**config.mk**
```make
export PLATFORM = sky130hd
export DESIGN_NAME = mat_mult_seq
export DESIGN_NICKNAME = d
export VERILOG_FILES = /design/src/rtl/mat_mult_seq_pkg.sv /design/src/rtl/mat_mult_seq_dot_prod_core.sv /design/src/rtl/mat_mult_seq.sv
export SDC_FILE = /design/constraint.sdc
export NUM_CORES = 2
export LEC_CHECK = 0
export ABC_AREA = 1
export BUFFER_PORTS_ARGS = -buffer_cell sky130_fd_sc_hd__buf_2
export CAP_MARGIN = 20
export CORE_ASPECT_RATIO = 0.75
export CORE_UTILIZATION = 55
export DETAILED_ROUTE_END_ITERATION = 16
export MAX_ROUTING_LAYER = met4
export PLACE_DENSITY = 0.73
export SETUP_SLACK_MARGIN = 0.2
export SYNTH_ARGS = -nofsm -noshare
export SYNTH_HDL_FRONTEND = slang
export SYNTH_SLANG_ARGS = --single-unit
```
**constraint.sdc**
```tcl
create_clock -name clk -period 12.2 [get_ports clk]
set_input_delay 3.66 -clock clk [delete_from_list [all_inputs] [get_ports clk]]
set_output_delay 3.66 -clock clk [all_outputs]
set_load 0.01 [all_outputs]
```
**src/rtl/mat_mult_seq_pkg.sv**
```systemverilog
// Shared sizes, FSM encoding and element addressing for the 5x5 matrix multiplier.
// Latency: n/a (types and constants only).
// Backpressure: n/a.
package mat_mult_seq_pkg;

   localparam int N     = 5;
   localparam int W     = 8;
   localparam int ACC_W = 2*W + 3;
   localparam int NN    = N*N;
   localparam int KW    = $clog2(NN);
   localparam int IW    = $clog2(N);

   typedef enum logic [1:0] {
      ST_IDLE  = 2'd0,
      ST_RUN   = 2'd1,
      ST_DRAIN = 2'd2,
      ST_DONE  = 2'd3
   } state_t;

   // One issued element travelling from the dot product to the write stage.
   typedef struct packed {
      logic          vld;
      logic [KW-1:0] k;
      logic [W-1:0]  dat;
      logic          ovf;
   } pipe_t;

   function automatic int elem_lsb(input int i, input int j);
      return (i*N + j)*W;
   endfunction

endpackage

```
**src/rtl/mat_mult_seq_dot_prod_core.sv**
```systemverilog
// Combinational N-term signed dot product; wraps the result to W bits and flags overflow.
// Latency: 0 cycles (pure combinational).
// Backpressure: none; output follows inputs.
module dot_prod_core
   import mat_mult_seq_pkg::*;
(
   input  logic [N*W-1:0] row_dat,
   input  logic [N*W-1:0] col_dat,
   output logic [W-1:0]   res_dat,
   output logic           res_ovf
);

   logic signed [2*W-1:0]   row_x [N];
   logic signed [2*W-1:0]   col_x [N];
   logic signed [2*W-1:0]   prod  [N];
   logic signed [ACC_W-1:0] sum;

   // Operands widened first so the 16-bit product is exact for every W-bit pair.
   for (genvar t = 0; t < N; t++) begin : g_prod
      assign row_x[t] = {{W{row_dat[t*W+W-1]}}, row_dat[t*W +: W]};
      assign col_x[t] = {{W{col_dat[t*W+W-1]}}, col_dat[t*W +: W]};
      assign prod[t]  = row_x[t] * col_x[t];
   end

   always_comb begin
      sum = '0;
      for (int t = 0; t < N; t++) begin
         sum = sum + {{(ACC_W-2*W){prod[t][2*W-1]}}, prod[t]};
      end
   end

   // Fits in W bits exactly when every bit above the W-bit sign position matches it.
   assign res_dat = sum[W-1:0];
   assign res_ovf = !((&sum[ACC_W-1:W-1]) || !(|sum[ACC_W-1:W-1]));

endmodule

```
**src/rtl/mat_mult_seq.sv**
```systemverilog
// Sequences C = A x B over one shared dot-product, one (row, column) pair per cycle.
// Latency: 27 cycles from the start-accept edge to the done pulse.
// Backpressure: none; start is only sampled in IDLE and is otherwise dropped.
module mat_mult_seq
   import mat_mult_seq_pkg::*;
(
   input  logic              clk,
   input  logic              rst,
   input  logic              start,
   input  logic [N*N*W-1:0]  a_in,
   input  logic [N*N*W-1:0]  b_in,
   output logic              busy,
   output logic              done,
   output logic [N*N*W-1:0]  c_out,
   output logic [N*N-1:0]    ovf_map,
   output logic              ovf
);

   localparam logic [IW-1:0] IJ_LAST = IW'(N-1);
   localparam logic [KW-1:0] K_LAST  = KW'(NN-1);

   state_t              state;
   state_t              state_nxt;
   logic                accept;
   logic                issue;
   logic                last_issue;

   logic [N*N*W-1:0]    a_reg;
   logic [N*N*W-1:0]    b_reg;
   logic [IW-1:0]       i_cnt;
   logic [IW-1:0]       j_cnt;
   logic [KW-1:0]       k_cnt;

   logic [N*W-1:0]      row_vec;
   logic [N*W-1:0]      col_vec;
   logic [W-1:0]        res_dat;
   logic                res_ovf;
   pipe_t               pipe;

   assign last_issue = (k_cnt == K_LAST);

   always_ff @(posedge clk or negedge rst) begin
      if (!rst) begin
         state <= ST_IDLE;
      end else begin
         state <= state_nxt;
      end
   end

   always_comb begin
      state_nxt = state;
      case (state)
         ST_IDLE:  if (start)      state_nxt = ST_RUN;
         ST_RUN:   if (last_issue) state_nxt = ST_DRAIN;
         ST_DRAIN:                 state_nxt = ST_DONE;
         ST_DONE:                  state_nxt = ST_IDLE;
         default:                  state_nxt = ST_IDLE;
      endcase
   end

   always_comb begin
      accept = 1'b0;
      issue  = 1'b0;
      busy   = 1'b0;
      done   = 1'b0;
      case (state)
         ST_IDLE:  accept = start;
         ST_RUN: begin
            issue = 1'b1;
            busy  = 1'b1;
         end
         ST_DRAIN: busy = 1'b1;
         ST_DONE:  done = 1'b1;
         default: ;
      endcase
   end

   // Operands are snapshotted so the decoder may move on right after acceptance.
   always_ff @(posedge clk or negedge rst) begin
      if (!rst) begin
         a_reg <= '0;
         b_reg <= '0;
      end else if (accept) begin
         a_reg <= a_in;
         b_reg <= b_in;
      end
   end

   // i/j wrap back to zero on the final issue so the operand select never leaves the matrix.
   always_ff @(posedge clk or negedge rst) begin
      if (!rst) begin
         i_cnt <= '0;
         j_cnt <= '0;
         k_cnt <= '0;
      end else if (accept) begin
         i_cnt <= '0;
         j_cnt <= '0;
         k_cnt <= '0;
      end else if (issue) begin
         k_cnt <= k_cnt + 1'b1;
         if (j_cnt == IJ_LAST) begin
            j_cnt <= '0;
            i_cnt <= (i_cnt == IJ_LAST) ? '0 : i_cnt + 1'b1;
         end else begin
            j_cnt <= j_cnt + 1'b1;
         end
      end
   end

   always_comb begin
      row_vec = '0;
      col_vec = '0;
      for (int t = 0; t < N; t++) begin
         row_vec[t*W +: W] = a_reg[elem_lsb(int'(i_cnt), t) +: W];
         col_vec[t*W +: W] = b_reg[elem_lsb(t, int'(j_cnt)) +: W];
      end
   end

   dot_prod_core u_dot (
      .row_dat (row_vec),
      .col_dat (col_vec),
      .res_dat (res_dat),
      .res_ovf (res_ovf)
   );

   always_ff @(posedge clk or negedge rst) begin
      if (!rst) begin
         pipe <= '0;
      end else begin
         pipe.vld <= issue;
         pipe.k   <= k_cnt;
         pipe.dat <= res_dat;
         pipe.ovf <= res_ovf;
      end
   end

   // c_out keeps the previous result until each element is overwritten by the new run.
   always_ff @(posedge clk or negedge rst) begin
      if (!rst) begin
         c_out   <= '0;
         ovf_map <= '0;
      end else if (accept) begin
         ovf_map <= '0;
      end else if (pipe.vld) begin
         c_out[int'(pipe.k)*W +: W] <= pipe.dat;
         ovf_map[pipe.k]            <= pipe.ovf;
      end
   end

   assign ovf = |ovf_map;

endmodule

```
==> flow_summary_export.csv <==
group,metric,value,unit
synthesis,synth.avg_cell_area,7.51,um2
worst_hold_path,hold_end,"pipe[10]$_DFF_PN0_",
global_routing,first_global_vias,43400,
placed_design,gp_congestion,1.05,
sta,rsz0062_at_grt,"no",
floorplan,chipHeight,259,um
setup_path,crit_required,12.72,ns
setup_path,crit_type,"reg2reg",
sta,slew_headroom,26.1,%
floorplan,fp.dieW,345,um
setup_path,r2r-start,"i_cnt[0]$_DFFE_PN0P_",
floorplan,rows,93,
drt,viasPerCell,5.54,
clock_tree,cts.sink_count,653,
synthesis,ys_ff_latch,653,
synthesis,syn_area,0.0484,mm2
clock_tree,htreeDepth,3,
layout,fin_cells,8120,
floorplan,dieArea,0.0893,mm2
placed_design,hpwlAfterDp,130,mm
setup_path,start_kind,"register",
clock_tree,path_clk_slew,0.06,ns
sta,min_period,10.48,ns
synthesis,synth_nets,7371,
drt,drtIter0Drc,4772,
sta,drv_slew,0,
drt,postRouteWirelength,165,mm
synthesis,synthDistinctLibCells,58,
synthesis,synth_edf_count,0,
synthesis,yosysSeqAreaShare,33.7,%
drt,drtPass1Iterations,6,
global_routing,grt_overflow,0,
layout,fillerInstances,7757,
sta,worstMarginPinSlew,1.11,ns
sta,clock_skew,0.0243,ns
run,maxCapViolations,0,
worst_hold_path,hold_depth,0,
sta,setup-tns-final,0,ns
clock_tree,cts-resized-gates,0,
drt,drc,0,
global_routing,antenna_found_initial,2,
setup_path,r2r_setup_slack,1.72,ns
setup_path,crit_fanout,70,
drt,drtAntennaViolNets,0,
worst_hold_path,hp-start,"k_cnt[1]$_DFFE_PN0P_",
global_routing,globalRouteMet1Util,54.3,%
setup_path,path_delay_family,"adder cells",
sta,clock.fmax,95.4,MHz
setup_path,cp.arrival,11.00,ns
placed_design,placed_cells,7994,
floorplan,start_util,56.0,%
synthesis,ys_warn_count,0,
global_routing,busiest_layer,"met2",
global_routing,grt.met3_usage,7.63,%
setup_path,cpMaxStageDelayCell,"dfrtp_4",
setup_path,startpoint,"i_cnt[0]$_DFFE_PN0P_",
synthesis,synthArstFlopShare,100,%
layout,syn2layout_area_growth,13.0,%
setup_path,worstSetupEndpointType,"register",
synthesis,synth_cells,6449,
setup_path,cpPeakStageDelay,0.86,ns
global_routing,grt_max_degree,243,
clock_tree,cts_buffers,69,
placed_design,io_buffers,630,
clock_tree,cts_hold_buf,0,
sta,hold_violations,0,
clock_tree,cts_setup_buffers,0,
setup_path,crit_buf_inv,6,
floorplan,coreArea,0.0866,mm2
global_routing,use_met2,54.8,%
setup_path,rr_worst_depth,43,
clock_tree,clk_latency,0.65,ns
layout,nNetsFinal,7849,
layout,utilization,63.2,%
synthesis,synthFlopType,"dfrtp_1",
clock_tree,clockRootBuffer,"clkbuf_16",
setup_path,r2r-end,"pipe[0]$_DFF_PN0_",
floorplan,ioPinCount,631,
global_routing,grt_pass1_wl,253,mm
setup_path,cpMostUsedCell,"nand2_1",
sta,timing.hold.ws,0.396,ns
global_routing,grt_usage,38.2,%
run_status,status,"finished, final reports clean",
sta,min_period_over_period,85.9,%
drt,vias,45000,
layout,drive_gt1_share,13.6,%
clock_tree,cts_tree,"built",
drt,routedWlPerCell,20.3,um
worst_hold_path,min_path_type,"reg2reg",
sta,setup_viol,0,
clock_tree,max-clock-path-buffers,3,
==> per-stage QoR <==
| stage | area (um2) | setup WS, ns |
|---|---|---|
| floorplan | 48400 | 2.93 |
| global placement | 52400 | 1.93 |
| detailed placement | 52400 | 1.84 |
| CTS | 54700 | 1.81 |
| global route | 54700 | 0.984 |
| finish | 54700 | 1.72 |
==> cells by family (layout without fill, tap and decap cells) <==
kind of cell	count (synthesis)	in the layout	share of synthesized area (%)
fa+ha+maj	519	519	18.7
mux	25	25	0.517
simple gates	3153	3153	26.3
xor+xnor	88	88	1.69
flops	653	653	33.7
compound gates	876	876	10.0
buf+inv	1135	1663	9.09
other cells	0	3	0
==> cell type report <==
class                           instances  area, um2  area share [%]
Inverter                              842       3170            5.80
Clock buffer                           98       1990            3.63
Clock inverter                         23        259           0.473
Multi-Input combinational cell       4661      27800            50.7
Antenna cell                            3       7.51          0.0137
Timing Repair Buffer                  700       3760            6.87
Sequential cell                       653      16300            29.9
Tap cell                             1140       1430            2.61
==> layer usage <==
metal	part of all wire (%)	up-vias	wire length (um)
met5	0	-	0
met2	43	1992	70300
li1	-	21100	-
met1	45	21600	73600
met3	9.2	291	15100
met4	3.6	0	5960
==> worst register-to-register path: cells and delay by family (launching register included) <==
family / cells / cell delay [ns]
and+or+nand+nor: 21 / 2.69
AOI/OAI and AO/OA: 6 / 1.04
adders and majority gates: 9 / 4.09
xor gates and xnor gates: 1 / 0.15
buffers and inverters: 6 / 1.53
DFF: 1 / 0.86
==> how the worst max path moves through the flow <==
stage                              endpoint  slack [ns]  cells after the start
after floorplan           pipe[0]$_DFF_PN0_        2.93                     47
after global placement    pipe[0]$_DFF_PN0_        1.93                     43
after detailed placement  pipe[0]$_DFF_PN0_        1.84                     42
after CTS                 pipe[0]$_DFF_PN0_        1.81                     43
after global routing      pipe[0]$_DFF_PN0_        0.98                     43
final                     pipe[0]$_DFF_PN0_        1.72                     43
==> placed cells by master, fill, tap and decap left out, drive strengths merged, types with 4 or more instances in the layout <==
master and n:
a31oi 19, xnor2 45, nand4 38, inv 843, xor2 43, buf 700, nor2 349, o31ai 8
fa 341, o2111ai 7, or2 12, a32oi 4, o21ai 563, dfrtp 653, nand3 376, and2 5
nor3 12, mux2i 25, o22ai 14, o211ai 64, a21o 5, clkbuf 98, ha 178, nor4 14
nand2 2347, clkinv 18, a21oi 172
==> cells in the mapped netlist (8+ instances only) <==
| master | n | area (um2) |
|---|---|---|
| a21oi_1 | 171 | 856 |
| a31oi_1 | 19 | 119 |
| buf_1 | 32 | 120 |
| buf_2 | 67 | 335 |
| clkbuf_1 | 186 | 698 |
| dfrtp_1 | 653 | 16300 |
| fa_1 | 341 | 6830 |
| ha_1 | 178 | 2230 |
| inv_1 | 806 | 3030 |
| inv_2 | 33 | 124 |
| mux2i_1 | 25 | 250 |
| nand2_1 | 2338 | 8780 |
| nand3_1 | 375 | 1880 |
| nand4_1 | 36 | 225 |
| nor2_1 | 323 | 1210 |
| nor2_2 | 14 | 87.6 |
| nor2_4 | 12 | 135 |
| nor3_1 | 9 | 45.0 |
| nor4_1 | 12 | 75.1 |
| o211ai_1 | 64 | 480 |
| o21ai_0 | 424 | 2120 |
| o21ai_1 | 108 | 541 |
| o21ai_2 | 31 | 272 |
| o22ai_1 | 14 | 87.6 |
| o31ai_1 | 8 | 60.1 |
| or2_2 | 11 | 68.8 |
| xnor2_1 | 44 | 385 |
| xor2_1 | 39 | 342 |
Power is left out: the tool's default activity adds up to more than one toggle a clock period on the data nets, which glitch-free logic cannot reach.
